==> src/rtl/pong_game_ctrl_if.sv <==
// pong_game_ctrl_if: key, tick and miss inputs plus ball/score/status outputs of the pong game sequencer
interface pong_game_ctrl_if #(
    parameter int SCORE_W = 3
);
    logic               frame_tick_i;
    logic               start_key_i;
    logic               miss_left_i;
    logic               miss_right_i;
    logic               ball_move_en_o;
    logic               ball_reset_o;
    logic               serve_dir_o;
    logic [SCORE_W-1:0] score_left_o;
    logic [SCORE_W-1:0] score_right_o;
    logic               game_over_o;
    logic               winner_o;
    logic [2:0]         state_o;

    modport master (
        output frame_tick_i, start_key_i, miss_left_i, miss_right_i,
        input  ball_move_en_o, ball_reset_o, serve_dir_o, score_left_o, score_right_o,
        input  game_over_o, winner_o, state_o
    );

    modport slave (
        input  frame_tick_i, start_key_i, miss_left_i, miss_right_i,
        output ball_move_en_o, ball_reset_o, serve_dir_o, score_left_o, score_right_o,
        output game_over_o, winner_o, state_o
    );
endinterface

==> src/rtl/pong_game_ctrl.sv <==
// pong_game_ctrl: pong match sequencer (serve delay, per-frame ball motion, scoring, match end); PONG_PAUSE_EN adds a start-key pause in play
module pong_game_ctrl #(
    parameter int WIN_SCORE    = 7,
    parameter int SERVE_FRAMES = 60,
    localparam int SCORE_W     = $clog2(WIN_SCORE + 1)
) (
    input logic             clk_i,
    input logic             rst_n_i,
    pong_game_ctrl_if.slave bus
);
    localparam int CNT_W = 10;

    typedef enum logic [2:0] {
        IDLE  = 3'd0,
        SERVE = 3'd1,
        PLAY  = 3'd2,
        POINT = 3'd3,
        OVER  = 3'd4,
        PAUSE = 3'd5
    } state_t;

    state_t             state_q, state_d;
    logic [SCORE_W-1:0] score_l_q, score_l_d, score_r_q, score_r_d;
    logic [CNT_W-1:0]   cnt_q, cnt_d;
    logic               serve_dir_q, serve_dir_d;
    logic               winner_q, winner_d;
    logic               move_q, move_d;
    logic               ball_reset_q, game_over_q;
    logic               start_prev_q, armed_q;
    logic               start_edge, miss_any, serve_done;

    // the armed flag masks the first sample after reset so a key held through reset is not an edge
    assign start_edge = armed_q & bus.start_key_i & ~start_prev_q;
    assign miss_any   = bus.miss_left_i | bus.miss_right_i;
    assign serve_done = cnt_q == CNT_W'(SERVE_FRAMES - 1);

    // start-key edge detector
    always_ff @(posedge clk_i or negedge rst_n_i) begin
        if (!rst_n_i) begin
            start_prev_q <= 1'b0;
            armed_q      <= 1'b0;
        end else begin
            start_prev_q <= bus.start_key_i;
            armed_q      <= 1'b1;
        end
    end

    // state, scores and registered outputs
    always_ff @(posedge clk_i or negedge rst_n_i) begin
        if (!rst_n_i) begin
            state_q      <= IDLE;
            score_l_q    <= '0;
            score_r_q    <= '0;
            cnt_q        <= '0;
            serve_dir_q  <= 1'b0;
            winner_q     <= 1'b0;
            move_q       <= 1'b0;
            ball_reset_q <= 1'b1;
            game_over_q  <= 1'b0;
        end else begin
            state_q      <= state_d;
            score_l_q    <= score_l_d;
            score_r_q    <= score_r_d;
            cnt_q        <= cnt_d;
            serve_dir_q  <= serve_dir_d;
            winner_q     <= winner_d;
            move_q       <= move_d;
            ball_reset_q <= state_d != PLAY && state_d != PAUSE;
            game_over_q  <= state_d == OVER;
        end
    end

    // next-state, scoring and move-pulse decisions
    always_comb begin
        state_d     = state_q;
        score_l_d   = score_l_q;
        score_r_d   = score_r_q;
        cnt_d       = cnt_q;
        serve_dir_d = serve_dir_q;
        winner_d    = winner_q;
        move_d      = 1'b0;
        case (state_q)
            IDLE, OVER: begin
                if (start_edge) begin
                    state_d   = SERVE;
                    score_l_d = '0;
                    score_r_d = '0;
                    cnt_d     = '0;
                end
            end
            SERVE: begin
                if (bus.frame_tick_i) begin
                    state_d = serve_done ? PLAY : SERVE;
                    cnt_d   = serve_done ? '0 : cnt_q + 1'b1;
                end
            end
            PLAY: begin
                if (miss_any) begin
                    state_d = POINT;
                    if (bus.miss_left_i && !bus.miss_right_i) begin
                        score_r_d   = score_r_q == SCORE_W'(WIN_SCORE) ? score_r_q : score_r_q + 1'b1;
                        serve_dir_d = 1'b0;
                    end else if (bus.miss_right_i && !bus.miss_left_i) begin
                        score_l_d   = score_l_q == SCORE_W'(WIN_SCORE) ? score_l_q : score_l_q + 1'b1;
                        serve_dir_d = 1'b1;
                    end
                end
`ifdef PONG_PAUSE_EN
                else if (start_edge) state_d = PAUSE;
`endif
                else move_d = bus.frame_tick_i;
            end
            POINT: begin
                if (score_l_q == SCORE_W'(WIN_SCORE)) begin
                    state_d  = OVER;
                    winner_d = 1'b0;
                end else if (score_r_q == SCORE_W'(WIN_SCORE)) begin
                    state_d  = OVER;
                    winner_d = 1'b1;
                end else begin
                    state_d = SERVE;
                    cnt_d   = '0;
                end
            end
`ifdef PONG_PAUSE_EN
            PAUSE: begin
                if (start_edge) state_d = PLAY;
            end
`endif
            default: state_d = IDLE;
        endcase
    end

    assign bus.ball_move_en_o = move_q;
    assign bus.ball_reset_o   = ball_reset_q;
    assign bus.serve_dir_o    = serve_dir_q;
    assign bus.score_left_o   = score_l_q;
    assign bus.score_right_o  = score_r_q;
    assign bus.game_over_o    = game_over_q;
    assign bus.winner_o       = winner_q;
    assign bus.state_o        = state_q;
endmodule
==> src/flat_wrapper.sv <==
// flat-port wrapper written by rule: the top's interface ports become plain ports
module pong_game_ctrl_flat 
#(
    parameter int WIN_SCORE    = 7,
    parameter int SERVE_FRAMES = 60,
    localparam int SCORE_W     = $clog2(WIN_SCORE + 1)
)
  (clk_i, rst_n_i, bus_frame_tick_i, bus_start_key_i, bus_miss_left_i, bus_miss_right_i, bus_ball_move_en_o, bus_ball_reset_o, bus_serve_dir_o, bus_score_left_o, bus_score_right_o, bus_game_over_o, bus_winner_o, bus_state_o);
  pong_game_ctrl_if bus_i ();
  input logic clk_i;
  input logic rst_n_i;
  input wire logic [$bits(bus_i.frame_tick_i)-1:0] bus_frame_tick_i;
  input wire logic [$bits(bus_i.start_key_i)-1:0] bus_start_key_i;
  input wire logic [$bits(bus_i.miss_left_i)-1:0] bus_miss_left_i;
  input wire logic [$bits(bus_i.miss_right_i)-1:0] bus_miss_right_i;
  output wire logic [$bits(bus_i.ball_move_en_o)-1:0] bus_ball_move_en_o;
  output wire logic [$bits(bus_i.ball_reset_o)-1:0] bus_ball_reset_o;
  output wire logic [$bits(bus_i.serve_dir_o)-1:0] bus_serve_dir_o;
  output wire logic [$bits(bus_i.score_left_o)-1:0] bus_score_left_o;
  output wire logic [$bits(bus_i.score_right_o)-1:0] bus_score_right_o;
  output wire logic [$bits(bus_i.game_over_o)-1:0] bus_game_over_o;
  output wire logic [$bits(bus_i.winner_o)-1:0] bus_winner_o;
  output wire logic [$bits(bus_i.state_o)-1:0] bus_state_o;
  assign bus_i.frame_tick_i = bus_frame_tick_i;
  assign bus_i.start_key_i = bus_start_key_i;
  assign bus_i.miss_left_i = bus_miss_left_i;
  assign bus_i.miss_right_i = bus_miss_right_i;
  assign bus_ball_move_en_o = bus_i.ball_move_en_o;
  assign bus_ball_reset_o = bus_i.ball_reset_o;
  assign bus_serve_dir_o = bus_i.serve_dir_o;
  assign bus_score_left_o = bus_i.score_left_o;
  assign bus_score_right_o = bus_i.score_right_o;
  assign bus_game_over_o = bus_i.game_over_o;
  assign bus_winner_o = bus_i.winner_o;
  assign bus_state_o = bus_i.state_o;
  pong_game_ctrl #(.WIN_SCORE(WIN_SCORE), .SERVE_FRAMES(SERVE_FRAMES)) u_core (.clk_i(clk_i), .rst_n_i(rst_n_i), .bus(bus_i));
endmodule
==> config.mk <==
export PLATFORM = sky130hd
export DESIGN_NAME = pong_game_ctrl_flat
export DESIGN_NICKNAME = d
export VERILOG_FILES = /design/src/rtl/pong_game_ctrl_if.sv /design/src/rtl/pong_game_ctrl.sv /design/src/flat_wrapper.sv
export SDC_FILE = /design/constraint.sdc
export NUM_CORES = 1
export LEC_CHECK = 0
export CAP_MARGIN = 20
export CELL_PAD_IN_SITES_DETAIL_PLACEMENT = 0
export CELL_PAD_IN_SITES_GLOBAL_PLACEMENT = 1
export CORE_UTILIZATION = 30
export CTS_CLUSTER_DIAMETER = 40
export DETAILED_ROUTE_END_ITERATION = 8
export PLACE_DENSITY = 0.71
export SLEW_MARGIN = 20
export SYNTH_ARGS = -nofsm -noshare
export SYNTH_HDL_FRONTEND = slang
export SYNTH_SLANG_ARGS = --single-unit
export TNS_END_PERCENT = 100
==> constraint.sdc <==
create_clock -name clk_i -period 4.1 [get_ports clk_i]
set_clock_uncertainty 0.1 [all_clocks]
set_input_delay 0.615 -clock clk_i [delete_from_list [all_inputs] [get_ports clk_i]]
set_output_delay 0.615 -clock clk_i [all_outputs]
set_load 0.1 [all_outputs]
==> run_results.csv, run 1 <==
group,metric,value,unit
power,leakagePower,0.7383,nW
setup_path,path_cells,"clkdlybuf4s50_1",
global_routing,gr-usage-met3,3.989,%
global_routing,met1_usage,18.36,%
power,powerDensity,385.5,nW/um^2
logic_synthesis,ys_warn_count,0,
sta,rsz0062_at_grt,"false",
logic_synthesis,synth_top_family_by_area,"simple AND/OR/NAND/NOR gates",
global_routing,track_usage,13.88,%
floorplanning,fp.dieW,71.20,um
detailed_routing,vias,1189,
layout,final_common_cell,"dfrtp_1",
detailed_routing,drt_iter0_markers,87,
outcome,status,"completed",
layout,multiInputGateArea,742.0,um^2
floorplanning,pin_count,20,
layout,regArea,651.9,um^2
cts,numClockSinks,26,
layout,drive_gt1_share,9.146,%
logic_synthesis,yosys.area_share.simple,24.13,%
logic_synthesis,ys_types,46,
logic_synthesis,synth_cells,144,
logic_synthesis,synth-seq-area-share,45.38,%
cts,cts_hold_buf,0,
detailed_routing,drc,0,
sta,worstMarginPinSlew,0.9724,ns
logic_synthesis,synth_fa_ha_area_share,6.969,%
global_routing,antenna_found_initial,0,
cts,htree_levels,1,
layout,diodes,0,
logic_synthesis,syn_avg_cell_area,9.975,um^2
place,place_hpwl,2.452,mm
setup_path,crit_buf_inv,1,
setup_path,startpoint_type,"flip-flop",
cts,cts_tree,"yes",
floorplanning,start_util,32.10,%
cts,cts_buffers,3,
floorplanning,coreArea,4474,um^2
global_routing,grt_pass1_wl,5.430,mm
sta,tns,0,ns
cts,root_buffer,"clkbuf_8",
floorplanning,die_area,5069,um^2
setup_path,critPathRequiredTime,3.38,ns
power,irDropWorstVdd,124.7,uV
sta,finalCriticalPeriod,2.846,ns
logic_synthesis,synth_xor_area_share,0,%
place,placed_area,1675,um^2
setup_path,path_delay_family,"buffers and inverters",
logic_synthesis,synth_edf_count,0,
cts,cts_buffer_depth,2,
layout,fin_nets,179,
sta,fin_crit_sh,69.41,%
setup_path,arrival,2.13,ns
place,portBuffers,19,
setup_path,reg2reg_slack,1.78,ns
logic_synthesis,async_reset_ff_share,100.0,%
layout,nFillCells,436,
sta,hold_viol_final,0,
cts,cts.clk_slew.worst_paths,0.09,ns
setup_path,r2r_start,"u_core.bus.score_right_o[0]",
cts,cts-resized-gates,0,
detailed_routing,routedWlPerCell,15.42,um
setup_path,cp-end-kind,"output pin",
detailed_routing,avgViaCountPerCell,5.505,
job,drv_cap,0,
layout,final_cell_mix,"25 x dfrtp_1, 19 x clkdlybuf4s50_1, 11 x o21ai_0, 10 x nand2_1, 9 x nand3_1",
sta,finalSetupViolations,0,
floorplanning,die_h,71.20,um
sta,drv_slew,0,
setup_path,worst_r2r_endpoint,"u_core.cnt_q[6]",
logic_synthesis,ys_ff_latch,26,
logic_synthesis,synth_mux_area_share,0,%
layout,area_growth,21.60,%
hold_path,worstHoldPathCells,1,
sta,relSlewSlack,34.97,%
setup_path,critPathMaxStageDelay,1.22,ns
detailed_routing,ant_nets,0,
logic_synthesis,syn-num-nets,158,
sta,fmax,0.3514,GHz
place,finalWeightedCongestion,0.8377,
global_routing,top_usage_layer,"met2",
global_routing,grt_use_met2,22.65,%
logic_synthesis,synthFlopType,"dfrtp_1",
cts,insertion_delay,0.28,ns
hold_path,hold_class,"flip-flop to flip-flop",
setup_path,crit_path_top_delay_cell,"clkdlybuf4s50_1",
hold_path,min_to,"u_core.cnt_q[5]",
hold_path,hold_path.startpoint,"u_core.cnt_q[5]",
detailed_routing,firstDrtPassIters,4,
logic_synthesis,synth-compound-area-share,20.30,%
detailed_routing,wirelength,3.331,mm
cts,post_cts_buffers,0,
layout,stdcell_area,1747,um^2
setup_path,worstPathMaxFanout,16,
global_routing,grt_pass1_vias,1152,
floorplanning,rows,24,
setup_path,worstSetupPathType,"flip-flop to output pin",
global_routing,grt_max_degree,27,
setup_path,rr_worst_depth,6,
logic_synthesis,syn_area,1436,um^2
global_routing,overflow,0,
[layout make-up]
cell class                      count  area share [%]
Tap cell                           52           3.725
Timing Repair Buffer               20           11.32
Sequential cell                    26           37.32
Inverter                            5           1.074
Clock inverter                      1           1.719
Multi-Input combinational cell    109           42.48
Clock buffer                        3           2.364
[cell families after synthesis]
logic type                 after synthesis
and+or+nand+nor                         59
other                                    1
buffers and inverters                    9
DFF                                     26
adders and majority gates                8
AOI/OAI and AO/OA                       41
[cell usage after synthesis (2+ instances only)]
| cell type | instances | area, um^2 |
|---|---|---|
| dfrtp_1 | 25 | 625.6 |
| o21ai_0 | 11 | 55.05 |
| nand2_1 | 10 | 37.54 |
| nand3_1 | 9 | 45.04 |
| ha_1 | 8 | 100.1 |
| a31oi_1 | 6 | 37.54 |
| nor2_1 | 6 | 22.52 |
| a22o_1 | 5 | 43.79 |
| and3_1 | 5 | 31.28 |
| inv_1 | 5 | 18.77 |
| nand2b_1 | 5 | 31.28 |
| a21oi_1 | 4 | 20.02 |
| nor4_1 | 4 | 25.02 |
| nor2b_1 | 3 | 18.77 |
| a211o_1 | 2 | 17.52 |
| and2_1 | 2 | 12.51 |
| and3b_1 | 2 | 17.52 |
| nand4_1 | 2 | 12.51 |
| o22ai_1 | 2 | 12.51 |
| or2_2 | 2 | 12.51 |
[worst register-to-register path: stages, from the launching register on]
cell and delay (ns):
dfrtp_1 0.44, ha_1 0.22, ha_1 0.21, nor2_1 0.27, a211oi_1 0.23, or2_2 0.40
a211o_2 0.34
[through the flow]
stage / std cells / power, mW / utilization, % / worst slack, ns / hold WS [ns]
global route: 216 / 0.7094 / 39.04 / 1.173 / 0.4127
floorplan: 144 / 0.4302 / - / 1.474 / 0.2194
global placement: 212 / 0.4520 / 37.44 / 1.529 / 0.3688
finish: 216 / 0.6733 / 39.04 / 1.254 / 0.3989
detailed placement: 212 / 0.4593 / 37.44 / 1.448 / 0.3807
CTS: 216 / 0.6784 / 39.04 / 1.255 / 0.3982
[registers in the layout, summed over array words and instances, names as in the netlist]
name / cells
u_core.armed_q: 1
u_core.bus.ball_move_en_o: 1
u_core.bus.ball_reset_o: 1
u_core.bus.game_over_o: 1
u_core.bus.score_left_o: 3
u_core.bus.score_right_o: 3
u_core.bus.serve_dir_o: 1
u_core.bus.state_o: 3
u_core.bus.winner_o: 1
u_core.cnt_q: 10
u_core.start_prev_q: 1
[worst max path at each step]
stage	cells past startpoint	slack, ns	endpoint	from
after global placement	7	1.53	u_core.bus.score_left_o[1]	bus_miss_right_i
after global routing	1	1.17	bus_state_o[1]	u_core.bus.state_o[1]
after CTS	1	1.26	bus_state_o[1]	u_core.bus.state_o[1]
after detailed placement	7	1.45	u_core.bus.score_left_o[0]	bus_miss_right_i
final	1	1.25	bus_state_o[1]	u_core.bus.state_o[1]
after floorplan	6	1.47	u_core.cnt_q[6]	u_core.bus.score_right_o[0]
[report_power, final]
part           total (mW)  internal (mW)  switching (mW)
Sequential          0.327          0.287          0.0396
Clock               0.219          0.131          0.0881
Combinational       0.128         0.0655          0.0622
[layer usage]
metal / vias to the layer above / share of wire (%)
met5: - / 0
met4: 0 / 0.72
met3: 4 / 3.2
met2: 22 / 49
met1: 585 / 47
li1: 578 / -
No activity file was read; power rests on OpenSTA's default activity.
==> run 2: changes to the inputs <==
- clock period: 4.1 -> 2.7 ns (I/O delays scaled with it)
==> run 2 against run 1 <==
Compared with the run above:
- flip-flop and latch count is the same
- critical path depth grew 5
- cell count is the same
- sequential power grew 52%
- core utilization shrank 1.4 points
- global-route usage is essentially flat
- critical endpoint is now u_core.cnt_q[6]
==> run_results.csv, run 2 (same netlist as run 1, synthesis figures left out) <==
group,metric,value,unit
power,powerDensity,548.1,nW/um^2
setup_path,worst_r2r_endpoint,"u_core.cnt_q[6]",
setup_path,path_cells,"ha_1 -> ha_1 -> nor2_1 -> a211oi_1 -> or2_2 -> a211o_2",
detailed_routing,avgViaCountPerCell,5.657,
layout,diodes,0,
setup_path,worstPathMaxFanout,7,
floorplanning,start_util,32.10,%
setup_path,worstSetupPathType,"flip-flop to flip-flop",
power,leakagePower,0.7497,nW
place,place_ws,0.2154,ns
cts,cts_buffers,3,
detailed_routing,drt_iter0_markers,34,
sta,finalSetupViolations,0,
detailed_routing,drc,0,
global_routing,grt_max_degree,27,
setup_path,crit_buf_inv,0,
sta,fin_crit_sh,84.41,%
sta,drv_slew,0,
place,place_hpwl,2.424,mm
layout,fin_nets,179,
layout,area_growth,17.33,%
floorplanning,die_h,71.20,um
setup_path,crit_path_top_delay_cell,"dfrtp_1",
setup_path,critPathRequiredTime,2.77,ns
detailed_routing,routedWlPerCell,15.13,um
cts,cts_buffer_depth,2,
cts,root_buffer,"clkbuf_8",
setup_path,path_delay_family,"simple AND/OR/NAND/NOR gates",
detailed_routing,wirelength,3.267,mm
floorplanning,pin_count,20,
detailed_routing,firstDrtPassIters,5,
sta,worstMarginPinSlew,0.6029,ns
sta,relSlewSlack,59.56,%
cts,insertion_delay,0.27,ns
floorplanning,rows,24,
setup_path,crit_top_cell,"ha_1",
sta,hold_viol_final,0,
outcome,status,"completed",
layout,stdcell_area,1685,um^2
cts,cts-resized-gates,0,
cts,numClockSinks,26,
global_routing,overflow,0,
detailed_routing,vias,1222,
sta,finalCriticalPeriod,2.279,ns
place,finalWeightedCongestion,0.8655,
floorplanning,die_area,5069,um^2
power,seqPwrFrac,53.6,%
power,irDropWorstVdd,224.8,uV
sta,fin_hold_ws,0.3872,ns
hold_path,hold_class,"primary input to async pin",
sta,rsz0062_at_grt,"false",
setup_path,reg2reg_slack,0.42,ns
setup_path,cp-end-kind,"flip-flop",
power,p_clk_share,25.2,%
place,portBuffers,19,
layout,final_core_util,37.67,%
floorplanning,fp.dieW,71.20,um
layout,nFillCells,440,
layout,final_cell_mix,"25 x dfrtp_1, 15 x buf_4, 11 x o21ai_0, 10 x nand2_1, 9 x nand3_1",
power,power_frac_comb,21.2,%
layout,final_common_cell,"dfrtp_1",
sta,timing.final.ws_setup,0.4209,ns
cts,post_cts_buffers,0,
global_routing,antenna_found_initial,0,
cts,cts_tree,"yes",
setup_path,startpoint_type,"flip-flop",
power,switching_share,30.58,%
sta,tns,0,ns
power,power.internal,0.6413,mW
setup_path,rr_worst_depth,6,
global_routing,grt_pass1_vias,1133,
sta,fmax,0.4388,GHz
cts,cts_hold_buf,0,
layout,largest-register,"u_core.cnt_q",
setup_path,critPathMaxStageDelay,0.43,ns
setup_path,r2r_start,"u_core.bus.score_right_o[0]",
job,drv_cap,0,
global_routing,grt_pass1_wl,5.333,mm
power,p_sw,0.2824,mW
cts,htree_levels,1,
place,placed_area,1640,um^2
floorplanning,coreArea,4474,um^2
cts,cts.clk_slew.worst_paths,0.09,ns
detailed_routing,ant_nets,0,
layout,largest_reg_flops,10,
global_routing,track_usage,13.84,%
layout,drive_gt1_share,17.07,%
setup_path,arrival,2.35,ns
==> run 2: cell count changes in the layout (fill, tap and decap cells not counted), sizes merged <==
cell	change
buf	+14
bufinv	-1
clkbuf	+1
clkdlybuf4s50	-14
==> run 2: power by group through the flow <==
| stage | registers (mW) | logic [mW] | clock network [mW] |
|---|---|---|---|
| final | 0.496 | 0.196 | 0.233 |
| after global routing | 0.502 | 0.219 | 0.260 |
| after detailed placement | 0.501 | 0.197 | 0 |
| after global placement | 0.499 | 0.188 | 0 |
| after floorplan | 0.484 | 0.170 | 0 |
| after CTS | 0.494 | 0.197 | 0.245 |
==> run 2: worst max-delay path by stage <==
stage	from	to	slack [ns]	cells after the start
after CTS	u_core.bus.score_right_o[0]	u_core.cnt_q[6]	0.42	6
after floorplan	u_core.bus.score_right_o[0]	u_core.cnt_q[6]	0.07	6
final	u_core.bus.score_right_o[0]	u_core.cnt_q[6]	0.42	6
after global routing	u_core.bus.score_right_o[0]	u_core.cnt_q[6]	0.31	6
after detailed placement	bus_miss_right_i	u_core.bus.score_left_o[1]	0.22	7
after global placement	bus_miss_right_i	u_core.bus.score_left_o[1]	0.34	7
==> run 2: final cells by class <==
cell class                      count  area (um^2)  area share [%]
Tap cell                           52        65.06           3.860
Inverter                            5        18.77           1.114
Multi-Input combinational cell    109        742.0           44.02
Sequential cell                    26        651.9           38.68
Timing Repair Buffer               20        162.7           9.651
Clock buffer                        4        45.04           2.673
==> run 2: routing by layer <==
layer / part of all wire (%) / vias to the layer above / GRT usage [%]
li1: - / 585 / -
met1: 45 / 602 / 16.71
met2: 50 / 29 / 23.60
met3: 4.2 / 6 / 3.419
met4: 1.3 / 0 / 5.556
met5: 0 / - / 0
==> run 2: metrics by stage <==
stage / instances / total power, mW
2_1_floorplan: 144 / 0.6533
5_1_grt: 216 / 0.9804
6_report: 216 / 0.9238
3_5_place_dp: 212 / 0.6979
4_1_cts: 216 / 0.9363
3_3_place_gp: 212 / 0.6866
==> run 2: worst register-to-register path, stage by stage (launching register included) <==
cell and delay [ns]:
dfrtp_1 0.43, ha_1 0.22, ha_1 0.21, nor2_1 0.27
a211oi_1 0.21, or2_2 0.39, a211o_2 0.34
==> edit 1, RTL diff (flow settings as in run 2) <==
`CNT_W`: 10 -> 5.
--- a/src/rtl/pong_game_ctrl.sv
+++ b/src/rtl/pong_game_ctrl.sv
@@ -10,3 +10,3 @@
 );
-    localparam int CNT_W = 10;
+    localparam int CNT_W = 5;
 
Function: no difference found for any inputs over 10 cycles, from zero or initial values and one cycle with rst_n_i low; that may be too few to reach the edited logic, so the function may still have changed.
==> edit 1 against run 2 <==
Cell count down 23%; area after synthesis down 26%; clock power down 37%; first-iteration DRC count down 38%; total power down 17%; setup slack worse by 30 ps; sequential cell count down 5; critical path depth up 1; design area down 21%; routed wire length down 36%; global-route usage down 0.55 points; non-clock buffer count up 3; core utilization up 1.7 points; sequential power down 20%; critical endpoint is now u_core.bus.score_left_o[0].
==> edit 1: results (changes against run 2) <==
* Status: finished clean (unchanged)
* Synth top area cells: dfrtp_1 47%, ha_1 9.5%, a22o_1 3.3% (was dfrtp_1 44%, ha_1 7.0%, o21ai_0 3.8%)
* First-pass GRT wire length at 3610 microns (was 5330 microns)
* Filler Cell Count at 353 (was 440)
* Leakage power at 0.000641 uW (was 0.000750 uW)
* Dpl hpwl at 1610 microns (was 2420 microns)
* DR iter-0 viols at 21 (was 34)
* Worst r2r path cells at 4 (was 6)
* DRT Wirelength at 2100 microns (was 3270 microns)
* Vias in the first global route at 770 (was 1133)
* Critical Path AT at 2400 ps (was 2350 ps)
* Last weighted congestion value of the routability-driven placer at 0.701 (was 0.866)
* GRT Total Usage at 13.3% (was 13.8%)
* Fraction of layout cells with a size suffix above 1 at 22.5% (was 17.1%)
* Mux cell area share after synthesis at 3.55% (was 0%)
* Number of flip-flops in the largest register at 5 (was 10)
* Synth top cells by count: 20 x dfrtp_1, 8 x ha_1, 5 x inv_1, 5 x nand2_1, 5 x nor2_1 (was 25 x dfrtp_1, 11 x o21ai_0, 10 x nand2_1, 9 x nand3_1, 8 x ha_1)
* Clock tree root buffer cell: clkbuf_4 (was clkbuf_8)
* Sequential area share after synthesis at 49.8% (was 45.4%)
* Pre-CTS setup slack at 67.4 ps (was 215 ps)
* Largest net degree at the start of global routing at 22 (was 27)
* First-pass DRT Iterations at 4 (was 5)
* Slowest cell delay on critical path at 530 ps (was 430 ps)
* Peak supply drop at 0.272 mV (was 0.225 mV)
* Later-pin clock latency in the skew report at 300 ps (was 270 ps)
* Syn nets at 108 (was 158)
* Mapped Avg Cell Area at 11.3 sq um (was 9.97 sq um)
* Compound-Gate Fraction of Synth Area at 14.1% (was 20.3%)
* CP Max Fanout at 4 (was 7)
* Vias per std cell at 4.75 (was 5.66)
* Slowest cell on the critical path: or4b_4 (was dfrtp_1)
* Dpl cells at 162 (was 212)
* Layout Nets at 135 (was 179)
* Clk pin slew, worst setup/hold paths at 120 ps (was 90 ps)
-- edit 1: power by group through the flow --
stage | Combinational [uW] | Sequential, uW | Clock (uW)
2_1_floorplan | 121 | 448 | 0
3_3_place_gp | 226 | 402 | 0
3_5_place_dp | 232 | 402 | 0
4_1_cts | 232 | 395 | 156
5_1_grt | 250 | 403 | 170
6_report | 228 | 395 | 146
-- edit 1: final timing paths --
kind / to / slack [ps] / from
min in group clk_i: u_core.cnt_q[1] / 440 / u_core.cnt_q[1]
min reg2reg: u_core.cnt_q[1] / 440 / u_core.cnt_q[1]
max in group asynchronous: u_core.bus.ball_reset_o / 1880 / rst_n_i
max: u_core.bus.score_left_o[0] / 390 / bus_miss_right_i
min: u_core.bus.score_left_o[0] / 350 / rst_n_i
max reg2reg: u_core.bus.score_left_o[0] / 720 / u_core.bus.state_o[0]
-- edit 1: layout make-up --
type	count	area share [%]
clock buffers	4	1.98
inverters	5	1.42
multi-input cells	67	38.5
flip-flops and latches	21	39.8
well taps	46	4.35
repair buffers	23	14.0
-- edit 1: kinds of logic (layout without fill, tap and decap cells) --
| family | count (synthesis) | count (layout) |
|---|---|---|
| and+or+nand+nor | 34 | 34 |
| muxes | 3 | 3 |
| other | 1 | 1 |
| adders and majority gates | 8 | 8 |
| AOI/OAI and AO/OA | 21 | 21 |
| buffers and inverters | 6 | 32 |
| DFF | 21 | 21 |
-- edit 1: through the flow --
| step | total power (uW) | util [%] | cell area, sq um | hold WS, ps |
|---|---|---|---|---|
| detailed placement | 634 | 38.6 | 1300 | 417 |
| global placement | 628 | 38.6 | 1300 | 410 |
| global route | 823 | 39.4 | 1320 | 365 |
| finish | 769 | 39.4 | 1320 | 345 |
| CTS | 784 | 39.4 | 1320 | 347 |
| floorplan | 570 | - | 1060 | 9.41 |
-- edit 1: routing by layer --
layer	track usage, %	up-vias	part of all wire, %
met5	0	-	0
met4	5.71	0	0.90
met3	2.10	2	4.3
met2	20.5	15	47
met1	18.6	378	47
li1	-	394	-
==> edit 2, RTL diff (settings of run 2) <==
Without the edit above. Make the reset (`rst_n_i`) synchronous in 2 clocked blocks.
--- a/src/rtl/pong_game_ctrl.sv
+++ b/src/rtl/pong_game_ctrl.sv
@@ -37,3 +37,3 @@
     // start-key edge detector
-    always_ff @(posedge clk_i or negedge rst_n_i) begin
+    always_ff @(posedge clk_i) begin
         if (!rst_n_i) begin
@@ -48,3 +48,3 @@
     // state, scores and registered outputs
-    always_ff @(posedge clk_i or negedge rst_n_i) begin
+    always_ff @(posedge clk_i) begin
         if (!rst_n_i) begin
Behaviour: differs if rst_n_i is asserted again (counterexample within 4 cycles, from zero or initial values and one cycle with rst_n_i low); with rst_n_i held inactive, the same outputs for 10 cycles.
==> edit 2 against run 2 <==
Design area shrank 4.8%; setup slack improved by 71 ps; routed wire length decreased by 6.0%; area after synthesis down 7.0%; sequential cell count unchanged; via count down 3.9%.
Power is not compared: it rests on default switching activity, and its combinational part moved more than twofold at a synthesized area within 25%.
==> edit 2: results (changes against run 2) <==
* Dpl cells at 213 (was 212)
* Compound-Gate Fraction of Synth Area at 19.2% (was 20.3%)
* DR iter-0 viols at 58 (was 34)
* Max_slew headroom at 62.5% (was 59.6%)
* DRT Wirelength at 3070 microns (was 3270 microns)
* Slowest cell delay on critical path at 460 ps (was 430 ps)
* Wire length on met2 at 1500 microns (was 1620 microns)
* Non-CTS buffers at 22 (was 20)
* Met1 wire length at 1460 microns (was 1470 microns)
* Register area at 520 sq um (was 652 sq um)
* Top FF cell, synth: dfxtp_1 (was dfrtp_1)
* Met3 WL post-DR at 88 microns (was 137 microns)
* Fraction of layout cells with a size suffix above 1 at 16.8% (was 17.1%)
* Status: finished clean (unchanged)
* ClkCell Share at 3.43% (was 2.67%)
* Synth Area in Adders at 7.49% (was 6.97%)
* Slowest cell on the critical path: o31ai_4 (was dfrtp_1)
* Vias in the first global route at 1052 (was 1133)
* Type of the most critical hold path: register to register (was input port to async pin)
* Sequential area share after synthesis at 39.0% (was 45.4%)
* Last weighted congestion value of the routability-driven placer at 0.740 (was 0.866)
* Synth top cells by count: 26 x dfxtp_1, 16 x a21oi_1, 9 x o31ai_1 (was 25 x dfrtp_1, 11 x o21ai_0, 10 x nand2_1, 9 x nand3_1, 8 x ha_1)
* Routed vias at 1174 (was 1222)
* Largest net degree at the start of global routing at 22 (was 27)
* Synth top area cells: dfxtp_1 39%, ha_1 7.5%, a21oi_1 6.0% (was dfrtp_1 44%, ha_1 7.0%, o21ai_0 3.8%)
-- edit 2: metrics by stage --
stage	area [sq um]	hold slack, ps
after floorplan	1340	333
after detailed placement	1550	378
after CTS	1610	392
after global placement	1550	363
final	1610	396
after global routing	1610	404
-- edit 2: final timing paths --
| path | start | end | slack [ps] | depth (start not counted) |
|---|---|---|---|---|
| setup / recovery | u_core.bus.score_left_o[0] | u_core.cnt_q[4] | 490 | 7 |
| hold / removal | u_core.cnt_q[9] | u_core.cnt_q[9] | 400 | 2 |
| setup reg to reg | u_core.bus.score_left_o[0] | u_core.cnt_q[4] | 490 | 7 |
| hold reg to reg | u_core.cnt_q[9] | u_core.cnt_q[9] | 400 | 2 |
-- edit 2: power breakdown --
group | leakage (uW) | switching [uW] | internal, uW
sequential | 0.000210 | 6.40 | 389
clock | 0.0000288 | 134 | 131
combinational | 0.000376 | 59.6 | 30.5
